### src/rtl/iomem_arbiter.sv
// iomem_arbiter: two-master round-robin arbiter onto a single iomem-style
// peripheral bus. One transaction is in flight at a time; the owner is held
// until the slave answers, the owner abandons, or (optionally) a timeout fires.
//
// Optional feature: define IOMEM_ARB_TIMEOUT_EN to force-complete a granted
// transaction after TIMEOUT_CYCLES cycles without s_ready. Default build has
// no timeout counter and timeout_err is tied low.
//
// Ports:
//   clk, resetn                     clock, synchronous active-low reset
//   m0_*/m1_* valid/addr/wdata/wstrb master requests (wstrb 0 = read)
//   m0_ready/m1_ready, *_rdata      completion pulse and read data per master
//   s_valid/s_addr/s_wdata/s_wstrb  shared peripheral request
//   s_ready/s_rdata                 peripheral completion and read data
//   grant                           one-hot owner (01 = m0, 10 = m1, 00 = idle)
//   timeout_err                     pulse when a transaction is force-completed
//
// State table:
//   IDLE  | no owner; arbitrate between pending requests
//   BUSY0 | m0 owns the peripheral bus
//   BUSY1 | m1 owns the peripheral bus
module iomem_arbiter #(
  parameter int unsigned TIMEOUT_CYCLES = 64,
  parameter logic [31:0] TIMEOUT_RDATA  = 32'hDEAD_BEEF
) (
  input  logic        clk,
  input  logic        resetn,
  input  logic        m0_valid,
  input  logic [31:0] m0_addr,
  input  logic [31:0] m0_wdata,
  input  logic [3:0]  m0_wstrb,
  output logic        m0_ready,
  output logic [31:0] m0_rdata,
  input  logic        m1_valid,
  input  logic [31:0] m1_addr,
  input  logic [31:0] m1_wdata,
  input  logic [3:0]  m1_wstrb,
  output logic        m1_ready,
  output logic [31:0] m1_rdata,
  output logic        s_valid,
  output logic [31:0] s_addr,
  output logic [31:0] s_wdata,
  output logic [3:0]  s_wstrb,
  input  logic        s_ready,
  input  logic [31:0] s_rdata,
  output logic [1:0]  grant,
  output logic        timeout_err
);

  typedef enum logic [1:0] {
    IDLE  = 2'd0,
    BUSY0 = 2'd1,
    BUSY1 = 2'd2
  } state_t;

  state_t state, state_nxt;
  logic   last_grant, last_grant_nxt;  // 0 = m0 served last, 1 = m1
  logic   busy0, busy1, own_valid, timeout_hit;
  logic [31:0] rdata_sel;

  if (TIMEOUT_CYCLES < 2 || TIMEOUT_CYCLES > 255) begin : g_bad_timeout
    $error("iomem_arbiter: TIMEOUT_CYCLES must be in 2..255");
  end

  assign busy0     = (state == BUSY0);
  assign busy1     = (state == BUSY1);
  assign own_valid = (busy0 & m0_valid) | (busy1 & m1_valid);

`ifdef IOMEM_ARB_TIMEOUT_EN
  localparam logic [7:0] TO_LAST = 8'(TIMEOUT_CYCLES - 1);
  logic [7:0] to_cnt;

  // A real completion in the same cycle wins over the timeout.
  assign timeout_hit = own_valid && !s_ready && (to_cnt == TO_LAST);

  // Counts cycles the current owner has waited; zero on every BUSY entry.
  always_ff @(posedge clk) begin
    if (!resetn) begin
      to_cnt <= 8'd0;
    end else if (state != IDLE && state_nxt == state) begin
      to_cnt <= to_cnt + 8'd1;
    end else begin
      to_cnt <= 8'd0;
    end
  end
`else
  assign timeout_hit = 1'b0;
`endif

  always_ff @(posedge clk) begin
    if (!resetn) begin
      state      <= IDLE;
      last_grant <= 1'b1;
    end else begin
      state      <= state_nxt;
      last_grant <= last_grant_nxt;
    end
  end

  always_comb begin
    state_nxt      = state;
    last_grant_nxt = last_grant;
    case (state)
      IDLE: begin
        if (m0_valid && m1_valid) begin
          state_nxt = last_grant ? BUSY0 : BUSY1;
        end else if (m0_valid) begin
          state_nxt = BUSY0;
        end else if (m1_valid) begin
          state_nxt = BUSY1;
        end
      end
      BUSY0, BUSY1: begin
        // Completion, abandon and timeout all release the bus and count as a turn.
        if (s_ready || !own_valid || timeout_hit) begin
          state_nxt      = IDLE;
          last_grant_nxt = (state == BUSY1);
        end
      end
      default: state_nxt = IDLE;
    endcase
  end

  assign rdata_sel = timeout_hit ? TIMEOUT_RDATA : s_rdata;

  always_comb begin
    s_valid = own_valid & ~timeout_hit;
    s_addr  = 32'd0;
    s_wdata = 32'd0;
    s_wstrb = 4'd0;
    if (busy0) begin
      s_addr  = m0_addr;
      s_wdata = m0_wdata;
      s_wstrb = m0_wstrb;
    end else if (busy1) begin
      s_addr  = m1_addr;
      s_wdata = m1_wdata;
      s_wstrb = m1_wstrb;
    end
  end

  assign m0_ready    = busy0 & (s_ready | timeout_hit);
  assign m1_ready    = busy1 & (s_ready | timeout_hit);
  assign m0_rdata    = busy0 ? rdata_sel : 32'd0;
  assign m1_rdata    = busy1 ? rdata_sel : 32'd0;
  assign grant       = {busy1, busy0};
  assign timeout_err = timeout_hit;

endmodule

### config.mk
export PLATFORM = sky130hd
export DESIGN_NAME = iomem_arbiter
export DESIGN_NICKNAME = d
export VERILOG_FILES = /design/src/rtl/iomem_arbiter.sv
export SDC_FILE = /design/constraint.sdc
export NUM_CORES = 1
export LEC_CHECK = 0
export ABC_AREA = 0
export BUFFER_PORTS_ARGS = -buffer_cell sky130_fd_sc_hd__buf_2
export CORE_AREA = 4 4 118 120
export CTS_CLUSTER_DIAMETER = 100
export CTS_CLUSTER_SIZE = 16
export DETAILED_ROUTE_END_ITERATION = 8
export DIE_AREA = 0 0 122 124
export PLACE_DENSITY = 0.55
export SLEW_MARGIN = 20
export SYNTH_ARGS = -nofsm -noshare
export SYNTH_HDL_FRONTEND = slang
export SYNTH_SLANG_ARGS = --single-unit
### constraint.sdc
create_clock -name clk -period 1.7 [get_ports clk]
set_input_delay 0.255 -clock clk [delete_from_list [all_inputs] [get_ports clk]]
set_output_delay 0.255 -clock clk [all_outputs]
set_load 0.1 [all_outputs]
# == After elaboration in Yosys (flattened, before gate mapping) ==
# Cells that the tools add are included.
# word_totals
register_bits,3
out_inout_bits,138
word_cells,32
# op_classes
eq_ne,4
n_mux,14
bitwise,5
reduce_logical,7
# op_table
cell,n
32-bit 2-to-1 mux,6
2-bit 2-to-1 mux,5
4-bit 2-to-1 mux,2
1-bit bitwise AND,4
4-bit inequality test (second input constant),1
2-bit case mux with 2 select lines,1
2-bit AND reduction,2
2-bit by 1-bit == test with 1-bit output (second input constant),1
2-bit == test (second input constant),1
2-bit zero test,1
2-bit inequality test (second input constant),1
2-bit OR reduction,1
1-bit logical AND,1
1-bit zero test,1
1-bit logical OR,1
1-bit bitwise OR,1

# == Logic depth before layout (Yosys ltp) ==
# Gate-level depths: netlist (run 1).
# logic_depth
depth_word,7
ltp_mapped,7
mapped_depth_nobuf,5

# == Worst setup path after synthesis (run 1) ==
# No wires, ideal clock.
# synth_path
path_kind,register -> output
startpoint,register state[1]
endpoint,output port s_addr[30]
arrival_ns,2.954
required_time_ns,1.445
path_slack_ns,-1.509
stages_incl_launch_ff,5
n_path_buf,1
cell_sequence,dfxtp_1 inv_1 ha_1 clkbuf_1 o21ai_0
# synth_rtl
item,line,text
"start, declared",56,"state_t state, state_nxt;"
"start signal, assigned",95,state <= state_nxt;
2-bit by 1-bit == test with 1-bit output,65,assign busy0 = (state == BUSY0);
via busy0,58,"logic busy0, busy1, own_valid, timeout_hit;"
32-bit 2-to-1 mux,131,if (busy0) begin
"end, declared",41,"output logic [31:0] s_addr,"
# The timed path passes the listed nets, and every way through them passes these cells.

# == Worst setup path after layout (run 1) ==
# layout_path
startpoint,register state[0]
endpoint,output port s_addr[14]
# layout_between
elab_chain_len,3
# layout_rtl
item,line,text
2-bit == test,66,assign busy1 = (state == BUSY1);
32-bit 2-to-1 mux,135,end else if (busy1) begin
32-bit 2-to-1 mux *,131,
# Mark *: on every way between the ends. The rest lies on a longest branch, timed or not.

==> results of run 1 <==
[synth_stat cells]
cell,instances,area share (%)
a22o_1,67,42
and2_1,66,29
clkbuf_1,9,2.4
buf_2,7,2.5
buf_4,5,2.7
nand2_1,5,1.3
buf_6,4,3.2
dfxtp_1,3,4.3
ha_1,3,2.7
inv_1,3,0.80
mux2i_1,3,2.1
nor2b_1,2,0.89
a21boi_0,1,0.53
a21o_1,1,0.53
a22o_4,1,1.2
a32oi_2,1,1.2
conb_1,1,0.27
nand2b_1,1,0.45
nand4_1,1,0.45
nor2_1,1,0.27
nor2b_2,1,0.62
o21ai_0,1,0.36
[tightest hold or removal path, stage by stage]
cell and delay, ns:
buf_2 0.13, nand2_1 0.06, mux2i_1 0.05
[cells by family after synthesis]
logic type | synth area share (%)
AND/OR/NAND/NOR | 33.4
AO/OA/AOI/OAI | 45.6
buffers and inverters | 11.6
multiplexers | 2.14
adder cells (fa/ha/maj) | 2.67
flip-flops | 4.28
other | 0.267
[metrics by stage]
stage,TNS (ns),hold slack [ns]
floorplan,-3.11,0.401
global placement,-0.189,0.470
detailed placement,-1.28,0.487
CTS,-14.42,0.313
global route,-16.30,0.342
finish,-12.61,0.324
[flip-flops by register name, indices dropped and copies added (netlist names)]
signal / cells
last_grant: 1
state: 2
[final timing paths]
kind                                                end  slack (ns)  cells past startpoint
worst min-delay path              state[1]$_SDFFE_PN0P_        0.32                      3
worst max-delay path                         s_addr[14]       -0.21                      7
worst max register to register    state[1]$_SDFFE_PN0P_        0.09                      6
worst min register to register  last_grant$_SDFFE_PN1P_        0.50                      2
[report_power, final]
group	leakage, uW	total [uW]	internal [uW]	switching (uW)
sequential	0.0000258	95.9	85.3	10.5
clock	0.0000382	379	310	69.2
combinational	0.00302	5810	2250	3560
total	0.00308	6290	2650	3640
[routing by layer]
metal | track usage [%] | share of wire, %
met1 | 14.4 | 34
met2 | 27.7 | 55
met3 | 3.45 | 10
met4 | 2.94 | 1.3
met5 | 0 | 0
[what timing repair did]
item                                    in CTS  in global routing
endpoints found under the setup margin      83                 84
cloned                                       3                  3
endpoints found under the hold margin        0                  0
buffers inserted                             6                  3
gates resized for setup                     21                  7
pin swaps                                    3                  2
[layout by cell type, fill, tap and decap left out, types with 2 or more instances in the layout]
master / count
buf_2: 172
inv_2: 2
and2_4: 30
and2_1: 3
ha_4: 2
clkbuf_16: 6
nand2_1: 5
nor2b_1: 2
mux2i_1: 3
buf_6: 3
buf_4: 10
buf_12: 145
and2_2: 33
a22o_4: 68
buf_16: 3
[layout make-up]
cell class	count	area [um2]
clock buffer	4	78.8
fill	1121	6640
inverter	3	11.3
multi-input combinational	156	1920
sequential	3	65.1
tap	176	220
timing repair buffer	337	4050
==> impl_results.md, run 1 <==
* Status: complete, but fails checks
* Failing checks: setup timing
* Vias after detailed routing at 2,811
* # port buffers at 309
* CP Class: register to output pin
* CTS max path bufs at 2
* Largest fanout on the critical path at 11
* HP Start: resetn
* Finished Core Util at around 49%
* Detailed placement HPWL at 10.2 mm
* Worst-skew pair later-pin latency at 0.23 ns
* Num CTS Buffers at 3
* Rows at 42
* Num ports at around 310
* Die W at 122 um
* CP max stage cell: dfxtp_2
* Htree depth at 1
* Synth-to-layout area growth at 352%
* Final Hold Viols at 0
* Max-Cap Viols at 0
* Share of cells above drive strength 1 at 95.4%
* Yosys reg bits at 3
* CTS sink cnt at 3
* Largest net degree at the start of global routing at 38
* Final Non-Filler Cells at 679
* Synthesized instance count at 187
* Worst Skew at 0.00129 ns
* Vias in the first global route at 3,038
* Die area at ~15,000 um2
* Max IR drop VDD at just under 0.6 mV
* CTS tree: built
* DR DRC count at 0
* Ant diodes at 0
* PD cells at 992 nW/um2
* RSZ-0062 raised after global routing: true
* Post-synthesis cell area at ~1400 um2
* Total Routing Usage GR at ~14%
* Initial Util at between 10% and 20%
* Synth warn at 0
* Synthesized Nets at roughly 360
* Fmax at 523 MHz
* Core Box Area at approximately 13,000 um2
* Critical path, cell by cell: buf_6 > ha_4 > nor2b_4 > buf_6 > buf_16 > a22o_4 > buf_12
* Cell Area, Placed at a little under 6000 um2
* Overall Power at 6290 uW
* Placed cells at between 600 and 700
* CTS root buffer: clkbuf_16
* First-pass DRT Iterations at 4
* Routability cong. at 0.788
* Critical Path RT at between 1 and 1.5 ns
* Clock slew at reported path FFs at roughly 0.03 ns
* CP Launch Type: register
* Final Net Count at 680
* Worst R2R Start: state[0]$_SDFFE_PN0P_
* Initial antenna violation count at 0
* Critical path's top delay family: buffers and inverters
* Most Frequent Cell on Critical Path: buf_6
* DR WL/cell at 17.9 um
* Total grt overflow at 0
* Final instance area at around 6300 um2
* Synth cell types at 22
* Slowest stage delay, CP at 0.32 ns
* Final Setup Violations at 82
* Pre-CTS WS at -0.0304 ns
* Setup slack after layout at -0.213 ns
* Fin crit period at 1.91 ns
* Mapped Avg Cell Area at 7.51 um2
* Drt via density at 4.14
* Cts hold-fix bufs at 0
* First-pass GRT wire length at 16.4 mm
* Critical Path Start: state[0]$_SDFFE_PN0P_
* Final wirelength at 12.2 mm
* Leakage power at 0.00308 uW
* Final-report max-slew violation count at 0
* CP Buf/Inv Count at 4
* Crit end category: output pin
* CP arrival at around 1.7 ns
* Iter 0 DRT Violations at 54
* Die height at 124 um
* Hold Crit Class: input port to register
* Seq/Total Area, Yosys at 4.28%
* Routed Antenna Nets at 0
* Crit share post-route at 113%
(Power assumes the default switching activity.)
==> run 2: changes to the inputs <==
--- a/config.mk
+++ b/config.mk
@@ -9,10 +9,10 @@
 export BUFFER_PORTS_ARGS = -buffer_cell sky130_fd_sc_hd__buf_2
 export CORE_AREA = 4 4 118 120
 export CTS_CLUSTER_DIAMETER = 100
-export CTS_CLUSTER_SIZE = 16
 export DETAILED_ROUTE_END_ITERATION = 8
 export DIE_AREA = 0 0 122 124
 export PLACE_DENSITY = 0.55
+export REMOVE_ABC_BUFFERS = 1
 export SLEW_MARGIN = 20
 export SYNTH_ARGS = -nofsm -noshare
 export SYNTH_HDL_FRONTEND = slang
==> run 2 against run 1 <==
Effect of this change:
- the run still ends with setup timing left
- via count is 2.4% lower
- largest cell class unchanged
- wire length is 8.9% lower
- highest routed layer unchanged
- critical endpoint unchanged
- setup slack better by 0.019 ns
==> impl_results.md, run 2 (synthesis results as in run 1) <==
* Vias after detailed routing at 2,744 (-2.4%)
* Met3 Wirelength at 961 um (-24%)
* Num CTS Buffers at 3 (unchanged)
* Internal Power at 2540 uW (-4.1%)
* Final-report max-slew violation count at 0 (unchanged)
* Worst R2R Start: state[0]$_SDFFE_PN0P_
* Clock slew at reported path FFs at 0.03 ns (about the same)
* R2R setup slack at 0.09 ns (about the same)
* Sw power at 3540 uW (-2.8%)
* RR Endpoint: state[0]$_SDFFE_PN0P_
* Crit end category: output pin
* Max-Cap Viols at 0 (unchanged)
* Worst Skew at 0.000455 ns (-0.000830 ns)
* Largest Register: state
* Hold depth at 3 (unchanged)
* Synth-to-layout area growth at 329%
* Final wirelength at 11.1 mm (-8.9%)
* Total Routing Usage GR at 12.4% (-1.4 points)
* Max IR drop VDD at 0.556 mV (-4.9%)
* Critical Path RT at 1.44 ns (about the same)
* Finished Core Util at 46.4% (-2.4 points)
* Vias in the first global route at 2,728 (-10%)
* Ant diodes at 0 (unchanged)
* Final Hold Viols at 0 (unchanged)
* Htree depth at 1 (unchanged)
* Critical Path Start: state[1]$_SDFFE_PN0P_
* Final Non-Filler Cells at 686 (+1.0%)
* Routed Antenna Nets at 0 (unchanged)
* Net Sw Frac at 58.2% (+0.34 points)
* # port buffers at 309 (unchanged)
* CP Class: register to output pin
* Fin crit period at 1.89 ns (-0.0185 ns)
* Fmax at 528 MHz (+0.98%)
* Setup slack after layout at -0.195 ns (+0.0185 ns)
* Largest net degree at the start of global routing at 21 (-45%)
* Die height at 124 um (unchanged)
* Status: complete, but fails checks
* CP Launch Type: register
* Die W at 122 um (unchanged)
* Share of cells above drive strength 1 at 83.9% (-12 points)
* CP arrival at 1.64 ns (-0.02 ns)
* Drt via density at 4.00 (-3.4%)
* Core Box Area at 13,000 um2 (unchanged)
* Clk pwr share at 6.1% (about the same)
* Seq pwr share at 1.6% (about the same)
* Initial Util at 10.8% (unchanged)
* PD cells at 1010 nW/um2 (+1.7%)
* FF-to-FF path depth at 7 (+1)
* Total grt overflow at 0 (unchanged)
* DR DRC count at 0 (unchanged)
* Biggest regs: state (2), last_grant (1)
* First-pass GRT wire length at 14.8 mm (-9.6%)
* DR WL met2 at 6.24 mm (-5.9%)
* Crit share post-route at 111% (-1.1 points)
* First-pass DRT Iterations at 4 (unchanged)
* Largest fanout on the critical path at 12 (+1)
* Most frequent cells in the layout: buf_2 (172), buf_12 (145), and2_4 (43)
* Worst-skew pair later-pin latency at 0.22 ns (about the same)
* Max Used Layer: met4
* CTS root buffer: clkbuf_16
* Initial antenna violation count at 0 (unchanged)
* Detailed placement HPWL at 9.40 mm (-7.5%)
* Leakage power at 0.00288 uW (-6.4%)
* Combinational power share at 92.2% (-0.2 points)
* Routability cong. at 0.739 (-6.2%)
* Die area at 15,100 um2 (unchanged)
* CTS tree: built
* Placed cells at 671 (+1.5%)
* Hold Crit Class: input port to register
* CTS sink cnt at 3 (unchanged)
* CTS max path bufs at 2 (unchanged)
* Wl on met1 at 3.70 mm (-9.8%)
* Num ports at 311 (unchanged)
* RSZ-0062 raised after global routing: true
* Iter 0 DRT Violations at 79 (+46%)
* Final Setup Violations at 119 (+45%)
* Max reg flops at 2 (unchanged)
* HP Start: resetn
* DR WL/cell at 16.1 um (-9.9%)
* Final Net Count at 687 (+1.0%)
* Failing checks: setup timing
* Rows at 42 (unchanged)
* Commonest non-fill, non-tap cell in the layout: buf_2
* Worst setup endpoint: s_addr[14]
## run 2: cell count changes in the layout (fill, tap and decap cells not counted), moves of 2 or more
cell       change
a22o_1        +38
a22o_4        -38
and2_1        +20
and2_2        -33
and2_4        +13
buf_4          +4
buf_6          +5
clkbuf_16      -2
inv_2          -2
inv_4          +2
## run 2: cell type report
class	count	area, um2
clock buffers	4	78.8
fillers	1183	6960
repair buffers	344	4070
flip-flops and latches	3	67.6
multi-input cells	156	1570
well taps	176	220
inverters	3	16.3
## run 2: stage by stage
| stage | hold WS (ns) | instance area, um2 | setup TNS [ns] | setup slack (ns) | total power (uW) |
|---|---|---|---|---|---|
| after floorplan | 0.401 | 1250 | -328.95 | -3.38 | 3190 |
| after global placement | 0.477 | 5350 | -1.36 | -0.0439 | 5320 |
| after detailed placement | 0.493 | 5350 | -2.09 | -0.0650 | 5340 |
| after CTS | 0.333 | 5860 | -12.49 | -0.191 | 6030 |
| after global routing | 0.352 | 6020 | -17.62 | -0.247 | 6240 |
| final | 0.337 | 6020 | -11.10 | -0.195 | 6080 |
## run 2: worst min-delay path by stage
stage / endpoint / slack [ns]
5_1_grt: state[1]$_SDFFE_PN0P_ / 0.35
3_5_place_dp: state[1]$_SDFFE_PN0P_ / 0.49
3_3_place_gp: state[1]$_SDFFE_PN0P_ / 0.48
6_report: state[1]$_SDFFE_PN0P_ / 0.34
2_1_floorplan: state[1]$_SDFFE_PN0P_ / 0.40
4_1_cts: state[1]$_SDFFE_PN0P_ / 0.33
## run 2: routing by layer
layer  vias up  track usage (%)
li1       1331                -
met1      1251             14.0
met2       148             23.6
met3        14             2.95
met4         0             3.01
met5         -                0
## run 2: power by group through the flow
stage	clock network [uW]	registers (uW)	logic [uW]
after global placement	0	92.9	5230
after detailed placement	0	93.6	5240
after CTS	379	99.3	5550
final	374	99.8	5610
after floorplan	0	90.0	3100
after global routing	382	101	5760
## run 2: worst max-delay path, cell delays in order (launching register included)
cell and delay (ns):
dfxtp_4 0.37, inv_4 0.04, ha_4 0.17, nor2b_4 0.16
buf_12 0.16, buf_12 0.15, a22o_1 0.17, buf_12 0.18
## run 2: what timing repair did
item,CTS,global route
buffers inserted,7,1
hold buffers,0,0
gates resized for setup,83,20
cloned,3,1
pin swaps,4,0
endpoints found under the hold margin,0,0
setup endpoints to repair,133,129
